--- config.mk ---
export PLATFORM = sky130hd
export DESIGN_NAME = regfile_sb_flat
export DESIGN_NICKNAME = d
export VERILOG_FILES = /design/src/rtl/regfile_pkg.sv /design/src/rtl/regfile_sb_if.sv /design/src/rtl/regfile_scoreboard.sv /design/src/rtl/regfile_sb.sv /design/src/flat_wrapper.sv
export SDC_FILE = /design/constraint.sdc
export NUM_CORES = 2
export LEC_CHECK = 0
export ABC_AREA = 0
export ABC_CLOCK_PERIOD_IN_PS = 3250
export CORE_MARGIN = 2
export CORE_UTILIZATION = 50
export CTS_CLUSTER_SIZE = 12
export DETAILED_ROUTE_END_ITERATION = 6
export PLACE_DENSITY = 0.72
export SLEW_MARGIN = 15
export SYNTH_ARGS = -nofsm -noshare
export SYNTH_HDL_FRONTEND = slang
export SYNTH_HIERARCHICAL = 1
export SYNTH_SLANG_ARGS = --single-unit
--- constraint.sdc ---
create_clock -name clk -period 3.25 [get_ports clk]
set_input_delay 0.325 -clock clk [delete_from_list [all_inputs] [get_ports clk]]
set_output_delay 0.325 -clock clk [all_outputs]
set_load 0.005 [all_outputs]
--- src/rtl/regfile_pkg.sv ---
// Shared defaults and helpers for the regfile_sb register file and its scoreboard.
// Optional write-through forwarding is selected by the REGFILE_BYPASS_EN macro.
package regfile_pkg;
  localparam int DEF_DATA_W = 32;
  localparam int DEF_ADDR_W = 5;
  localparam int DEF_NUM_RD = 2;
  localparam int REG_ZERO   = 0;
  localparam int POP_MAX_W  = 256;

  // Busy vectors are zero-extended to POP_MAX_W bits before calling.
  function automatic int popcount(input logic [POP_MAX_W-1:0] v);
    int n = 0;
    for (int i = 0; i < POP_MAX_W; i++) n += int'(v[i]);
    return n;
  endfunction
endpackage

--- src/rtl/regfile_sb_if.sv ---
// Operand-read / writeback / issue bus between the core pipeline and regfile_sb.
interface regfile_sb_if
  import regfile_pkg::*;
#(
  parameter int DATA_W = DEF_DATA_W,
  parameter int ADDR_W = DEF_ADDR_W,
  parameter int NUM_RD = DEF_NUM_RD
);
  logic [NUM_RD*ADDR_W-1:0] rd_addr;
  logic [NUM_RD*DATA_W-1:0] rd_data;
  logic [NUM_RD-1:0]        rd_busy;
  logic                     wen;
  logic [ADDR_W-1:0]        waddr;
  logic [DATA_W-1:0]        wdata;
  logic                     issue_en;
  logic [ADDR_W-1:0]        issue_addr;
  logic                     flush;
  logic [ADDR_W:0]          busy_cnt;
  logic                     busy_any;

  modport master (
    output rd_addr, wen, waddr, wdata, issue_en, issue_addr, flush,
    input  rd_data, rd_busy, busy_cnt, busy_any
  );

  modport slave (
    input  rd_addr, wen, waddr, wdata, issue_en, issue_addr, flush,
    output rd_data, rd_busy, busy_cnt, busy_any
  );
endinterface

--- src/rtl/regfile_scoreboard.sv ---
// Write-pending scoreboard: busy vector, set/clear/flush priority and busy count.
// With REGFILE_BYPASS_EN, a same-cycle writeback hides the busy flag on matching read ports.
module regfile_scoreboard
  import regfile_pkg::*;
#(
  parameter int ADDR_W = DEF_ADDR_W,
  parameter int NUM_RD = DEF_NUM_RD
) (
  input  logic                     clk,
  input  logic                     rst,
  input  logic                     i_issue_en,
  input  logic [ADDR_W-1:0]        i_issue_addr,
  input  logic                     i_wen,
  input  logic [ADDR_W-1:0]        i_waddr,
  input  logic                     i_flush,
  input  logic [NUM_RD*ADDR_W-1:0] i_rd_addr,
  output logic [NUM_RD-1:0]        o_rd_busy,
  output logic [ADDR_W:0]          o_busy_cnt,
  output logic                     o_busy_any
);
  localparam int NREGS = 2**ADDR_W;

  logic [NREGS-1:0] r_busy;
  logic [NREGS-1:0] w_busy_nxt;
  logic [ADDR_W:0]  r_cnt;
  logic [ADDR_W:0]  w_cnt_nxt;
  logic             w_set;
  logic             w_clr;
  logic             w_inc;
  logic             w_dec;
  logic [ADDR_W-1:0] w_idx;

  always_comb begin
    w_set      = i_issue_en && (i_issue_addr != ADDR_W'(REG_ZERO));
    // A new producer for the same register keeps it pending.
    w_clr      = i_wen && !(w_set && (i_issue_addr == i_waddr));
    w_busy_nxt = r_busy;
    w_inc      = 1'b0;
    w_dec      = 1'b0;
    if (i_flush) begin
      w_busy_nxt = '0;
    end else begin
      if (w_clr) begin
        w_dec               = r_busy[i_waddr];
        w_busy_nxt[i_waddr] = 1'b0;
      end
      if (w_set) begin
        w_inc                    = !r_busy[i_issue_addr];
        w_busy_nxt[i_issue_addr] = 1'b1;
      end
    end
    w_cnt_nxt = i_flush ? '0
                        : r_cnt + (ADDR_W+1)'(w_inc) - (ADDR_W+1)'(w_dec);
  end

  always_ff @(posedge clk) begin
    if (rst) begin
      r_busy <= '0;
      r_cnt  <= '0;
    end else begin
      r_busy <= w_busy_nxt;
      r_cnt  <= w_cnt_nxt;
    end
  end

  always_comb begin
    o_rd_busy = '0;
    w_idx     = '0;
    for (int i = 0; i < NUM_RD; i++) begin
      w_idx = i_rd_addr[i*ADDR_W +: ADDR_W];
`ifdef REGFILE_BYPASS_EN
      o_rd_busy[i] = r_busy[w_idx] &&
                     !(i_wen && (i_waddr == w_idx) && (w_idx != ADDR_W'(REG_ZERO)) &&
                       !(i_issue_en && (i_issue_addr == w_idx)));
`else
      o_rd_busy[i] = r_busy[w_idx];
`endif
    end
  end

  assign o_busy_cnt = r_cnt;
  assign o_busy_any = (r_cnt != '0);

  cnt_matches_popcount: assert property (
    @(posedge clk) disable iff (rst)
    int'(r_cnt) == popcount(POP_MAX_W'(r_busy))
  );
endmodule

--- src/rtl/regfile_sb.sv ---
// Multi-read-port register file with write-pending scoreboard; x0 reads as zero.
// REGFILE_BYPASS_EN enables same-cycle write-through forwarding on every read port.
module regfile_sb
  import regfile_pkg::*;
#(
  parameter int DATA_W = DEF_DATA_W,
  parameter int ADDR_W = DEF_ADDR_W,
  parameter int NUM_RD = DEF_NUM_RD
) (
  input logic        clk,
  input logic        rst,
  regfile_sb_if.slave bus
);
  localparam int NREGS = 2**ADDR_W;

  logic [DATA_W-1:0]        r_mem [NREGS];
  logic [NUM_RD*DATA_W-1:0] w_rd_data;
  logic [ADDR_W-1:0]        w_idx;

  always_ff @(posedge clk) begin
    if (rst) begin
      for (int r = 0; r < NREGS; r++) r_mem[r] <= '0;
    end else if (bus.wen && (bus.waddr != ADDR_W'(REG_ZERO))) begin
      r_mem[bus.waddr] <= bus.wdata;
    end
  end

  always_comb begin
    w_rd_data = '0;
    w_idx     = '0;
    for (int i = 0; i < NUM_RD; i++) begin
      w_idx = bus.rd_addr[i*ADDR_W +: ADDR_W];
      if (w_idx != ADDR_W'(REG_ZERO)) w_rd_data[i*DATA_W +: DATA_W] = r_mem[w_idx];
`ifdef REGFILE_BYPASS_EN
      if (bus.wen && (bus.waddr == w_idx) && (w_idx != ADDR_W'(REG_ZERO)))
        w_rd_data[i*DATA_W +: DATA_W] = bus.wdata;
`endif
    end
  end

  assign bus.rd_data = w_rd_data;

  regfile_scoreboard #(
    .ADDR_W (ADDR_W),
    .NUM_RD (NUM_RD)
  ) u_scoreboard (
    .clk          (clk),
    .rst          (rst),
    .i_issue_en   (bus.issue_en),
    .i_issue_addr (bus.issue_addr),
    .i_wen        (bus.wen),
    .i_waddr      (bus.waddr),
    .i_flush      (bus.flush),
    .i_rd_addr    (bus.rd_addr),
    .o_rd_busy    (bus.rd_busy),
    .o_busy_cnt   (bus.busy_cnt),
    .o_busy_any   (bus.busy_any)
  );
endmodule

--- src/flat_wrapper.sv ---
// flat-port wrapper written by rule: the top's interface ports become plain ports
module regfile_sb_flat import regfile_pkg::*;
#(
  parameter int DATA_W = DEF_DATA_W,
  parameter int ADDR_W = DEF_ADDR_W,
  parameter int NUM_RD = DEF_NUM_RD
)
  (clk, rst, bus_rd_addr, bus_wen, bus_waddr, bus_wdata, bus_issue_en, bus_issue_addr, bus_flush, bus_rd_data, bus_rd_busy, bus_busy_cnt, bus_busy_any);
  regfile_sb_if #(.DATA_W(DATA_W), .ADDR_W(ADDR_W), .NUM_RD(NUM_RD)) bus_i ();
  input logic clk;
  input logic rst;
  input wire logic [$bits(bus_i.rd_addr)-1:0] bus_rd_addr;
  input wire logic [$bits(bus_i.wen)-1:0] bus_wen;
  input wire logic [$bits(bus_i.waddr)-1:0] bus_waddr;
  input wire logic [$bits(bus_i.wdata)-1:0] bus_wdata;
  input wire logic [$bits(bus_i.issue_en)-1:0] bus_issue_en;
  input wire logic [$bits(bus_i.issue_addr)-1:0] bus_issue_addr;
  input wire logic [$bits(bus_i.flush)-1:0] bus_flush;
  output wire logic [$bits(bus_i.rd_data)-1:0] bus_rd_data;
  output wire logic [$bits(bus_i.rd_busy)-1:0] bus_rd_busy;
  output wire logic [$bits(bus_i.busy_cnt)-1:0] bus_busy_cnt;
  output wire logic [$bits(bus_i.busy_any)-1:0] bus_busy_any;
  assign bus_i.rd_addr = bus_rd_addr;
  assign bus_i.wen = bus_wen;
  assign bus_i.waddr = bus_waddr;
  assign bus_i.wdata = bus_wdata;
  assign bus_i.issue_en = bus_issue_en;
  assign bus_i.issue_addr = bus_issue_addr;
  assign bus_i.flush = bus_flush;
  assign bus_rd_data = bus_i.rd_data;
  assign bus_rd_busy = bus_i.rd_busy;
  assign bus_busy_cnt = bus_i.busy_cnt;
  assign bus_busy_any = bus_i.busy_any;
  regfile_sb #(.DATA_W(DATA_W), .ADDR_W(ADDR_W), .NUM_RD(NUM_RD)) u_core (.clk(clk), .rst(rst), .bus(bus_i));
endmodule
==> impl_metrics.tcl <==
set metrics [dict create \
    min_path_cells 3 \
    crit_path_end_kind "output pin" \
    gp_congestion 0.930 \
    min_from "rst" \
    tns_ps -32.0 \
    clock_path_buffers 3 \
    die_y_um 342 \
    synth_cells 3835 \
    skew_ps 15.6 \
    wl_per_cell_um 32.5 \
    hp-class "in -> reg" \
    slew_headroom 0.164 \
    r2r_slack_ps 160 \
    period_needed_ps 3280 \
    synth.most_common_cell "edfxtp_1" \
    drive_above_1_share 0.310 \
    setup_viol 1 \
    cp.arrival_ps 2960 \
    ys_seq_area_frac 0.550 \
    nNetsFinal 4185 \
    clk_pin_slew_ps 60 \
    synth_area_mm2 0.0573 \
    cts_made_buffers 112 \
    startpoint_type "register" \
    port_buffers 129 \
    failed_checks "DRC, setup timing" \
    viasPerCell 6.65 \
    finalMaxSlewViolations 0 \
    grt_usage 0.317 \
    leakage_nw 23.9 \
    synth_area_leaders "edfxtp_1, mux4_2, and2_1" \
    crit_type "reg -> out" \
    synthTopCellsByCount "edfxtp_1, and2_1, mux4_2, clkbuf_1, mux2i_1" \
    p_per_area_mw_per_mm2 491 \
    numClockSinks 1062 \
    hold_violations 0 \
    core_area_mm2 0.114 \
    route.detailed.drc 1 \
    vias 38000 \
    areaGrowthSynthToFinish_pct 17.9 \
    vdd_ir_drop_max_mv 0.463 \
    min_period_over_period 1.01 \
    die_w_um 342 \
    r2r_end "u_core/u_scoreboard/o_busy_cnt[4]" \
    async_flop_share 0 \
    synth-seq-cells 1062 \
    drt_iter0_drc 5499 \
    rr_worst_depth 12 \
    synth.top_cell.area_share 0.537 \
    placed_area_mm2 0.0629 \
    grt_max_degree 46 \
    postRouteWirelength_um 186000 \
    num_rows 124 \
    grt_pass1_vias 38300 \
    synth.avg_cell_area_um2 14.9 \
    timing.rr.start "u_core/u_scoreboard/r_busy[29]" \
    cp.required_ps 2920 \
    first_pass_iters 7 \
    synth_flop_cell "edfxtp_1" \
    synth.distinct_cells 61 \
    grt_pass1_wl_um 266000 \
    io_pins 130 \
    synth_largest_area_cell "edfxtp_1" \
    rsz0062_at_grt "yes" \
    worst_slew_pin_slew_ps 1250 \
    cts_tree "yes" \
    final_cells 5720 \
    clock_latency_ps 720 \
    max-cap-violations 0 \
    crit_path_max_fanout 2 \
    antenna_found_initial 13 \
    synth-edff-count 1024 \
    grt-ovfl-total 0 \
    dpl.hpwl_um 117000 \
    placed_cells 5495 \
    yosysWarnings 6 \
    drtAntennaViolNets 0 \
    status "finished with violations" \
    hold-path-endpoint "u_core/u_scoreboard/o_busy_cnt[2]" \
    fin_area_mm2 0.0675 \
    fmax_ghz 0.305 \
    dieArea_mm2 0.117 \
    fin_ws_ps -32.0 \
    cts-root-buf "clkbuf_16" \
    start_util 0.502 \
    cts_max_level 3 \
]
==> sequential cells by signal, summed over array words and instances, names as in the netlist <==
register                        count
u_core/u_scoreboard/o_busy_cnt      6
u_core/u_scoreboard/r_busy         32
u_core/r_mem                     1024
==> how the worst max path moves through the flow <==
| stage | start | end | slack [ps] |
|---|---|---|---|
| finish | u_core/r_mem[24][5] | bus_rd_data[37] | -30 |
| global route | u_core/r_mem[26][31] | bus_rd_data[31] | -20 |
| CTS | u_core/r_mem[13][22] | bus_rd_data[22] | 0.2 |
| detailed placement | bus_issue_addr[1] | u_core/u_scoreboard/o_busy_cnt[4] | -570 |
| global placement | bus_issue_addr[1] | u_core/u_scoreboard/o_busy_cnt[4] | -530 |
| floorplan | bus_issue_addr[1] | u_core/u_scoreboard/o_busy_cnt[4] | 250 |
==> logic make-up (layout without fill, tap and decap cells) <==
family | after synthesis | in the layout | share of synthesized area
buf+inv | 426 | 762 | 0.0345
compound gates | 344 | 344 | 0.0429
other cells | 1 | 38 | 0.0000655
simple gates | 1284 | 1284 | 0.137
flops | 1062 | 1062 | 0.550
mux | 701 | 701 | 0.232
xor+xnor | 8 | 8 | 0.00122
fa+ha+maj | 9 | 9 | 0.00210
==> timing repair <==
action | CTS | global route
buffers inserted | 16 | 9
pin swaps | 30 | 9
endpoints found under the setup margin | 57 | 29
hold buffers | 0 | 0
gates cloned | 0 | 0
gates resized for setup | 169 | 56
==> placed cells by master (no fill, tap or decap), drive strengths merged, types with 16 or more instances in the layout <==
cell type	count
edfxtp	1024
and2	997
mux4	497
buf	436
mux2i	169
clkbuf	142
o22ai	103
nor2	76
clkdlybuf4s50	65
nor3	58
a2111oi	55
a21oi	53
a22o	52
clkinv	44
dfxtp	38
o21ai	36
mux2	35
or2	35
dlygate4sd2	34
conb	32
inv	17
a22oi	16
nor2b	16
==> power breakdown <==
group,internal (mW),total (mW),switching [mW]
sequential,15.7,16.1,0.401
combinational,2.25,4.77,2.52
clock,6.85,12.2,5.39
==> cell type report <==
cell class	instances	area, um2
Sequential cell	1062	31500
Multi-Input combinational cell	2378	25200
Clock inverter	56	493
Antenna cell	6	15.0
Inverter	13	48.8
Fill cell	8439	46500
Timing Repair Buffer	552	5530
Clock buffer	141	2910
Tap cell	1512	1890
==> routing by layer <==
| metal | part of all wire | up-vias | GRT usage |
|---|---|---|---|
| met1 | 0.36 | 19300 | 0.419 |
| met5 | 0.00036 | - | 0 |
| met4 | 0.059 | 10 | 0.169 |
| met3 | 0.11 | 553 | 0.0609 |
| li1 | - | 15400 | - |
| met2 | 0.47 | 2745 | 0.500 |
==> stage by stage <==
step                power [mW]   util  setup slack [ps]  hold WS (ps)
floorplan                 18.7      -               248           441
global placement          20.8  0.552              -530           608
detailed placement        20.8  0.552              -568           606
CTS                       33.1  0.589             0.241          14.1
global route              33.9  0.592             -20.0          48.5
finish                    33.1  0.592             -32.0          31.0
==> worst max-delay path: stages, from the launching register on <==
cell and delay (ps):
edfxtp_1 420, mux4_2 470, mux2i_1 270, a32o_1 390
nor4_1 100, buf_4 160, clkdlybuf4s50_1 440
Note: power is estimated with default switching activity, not from simulation.
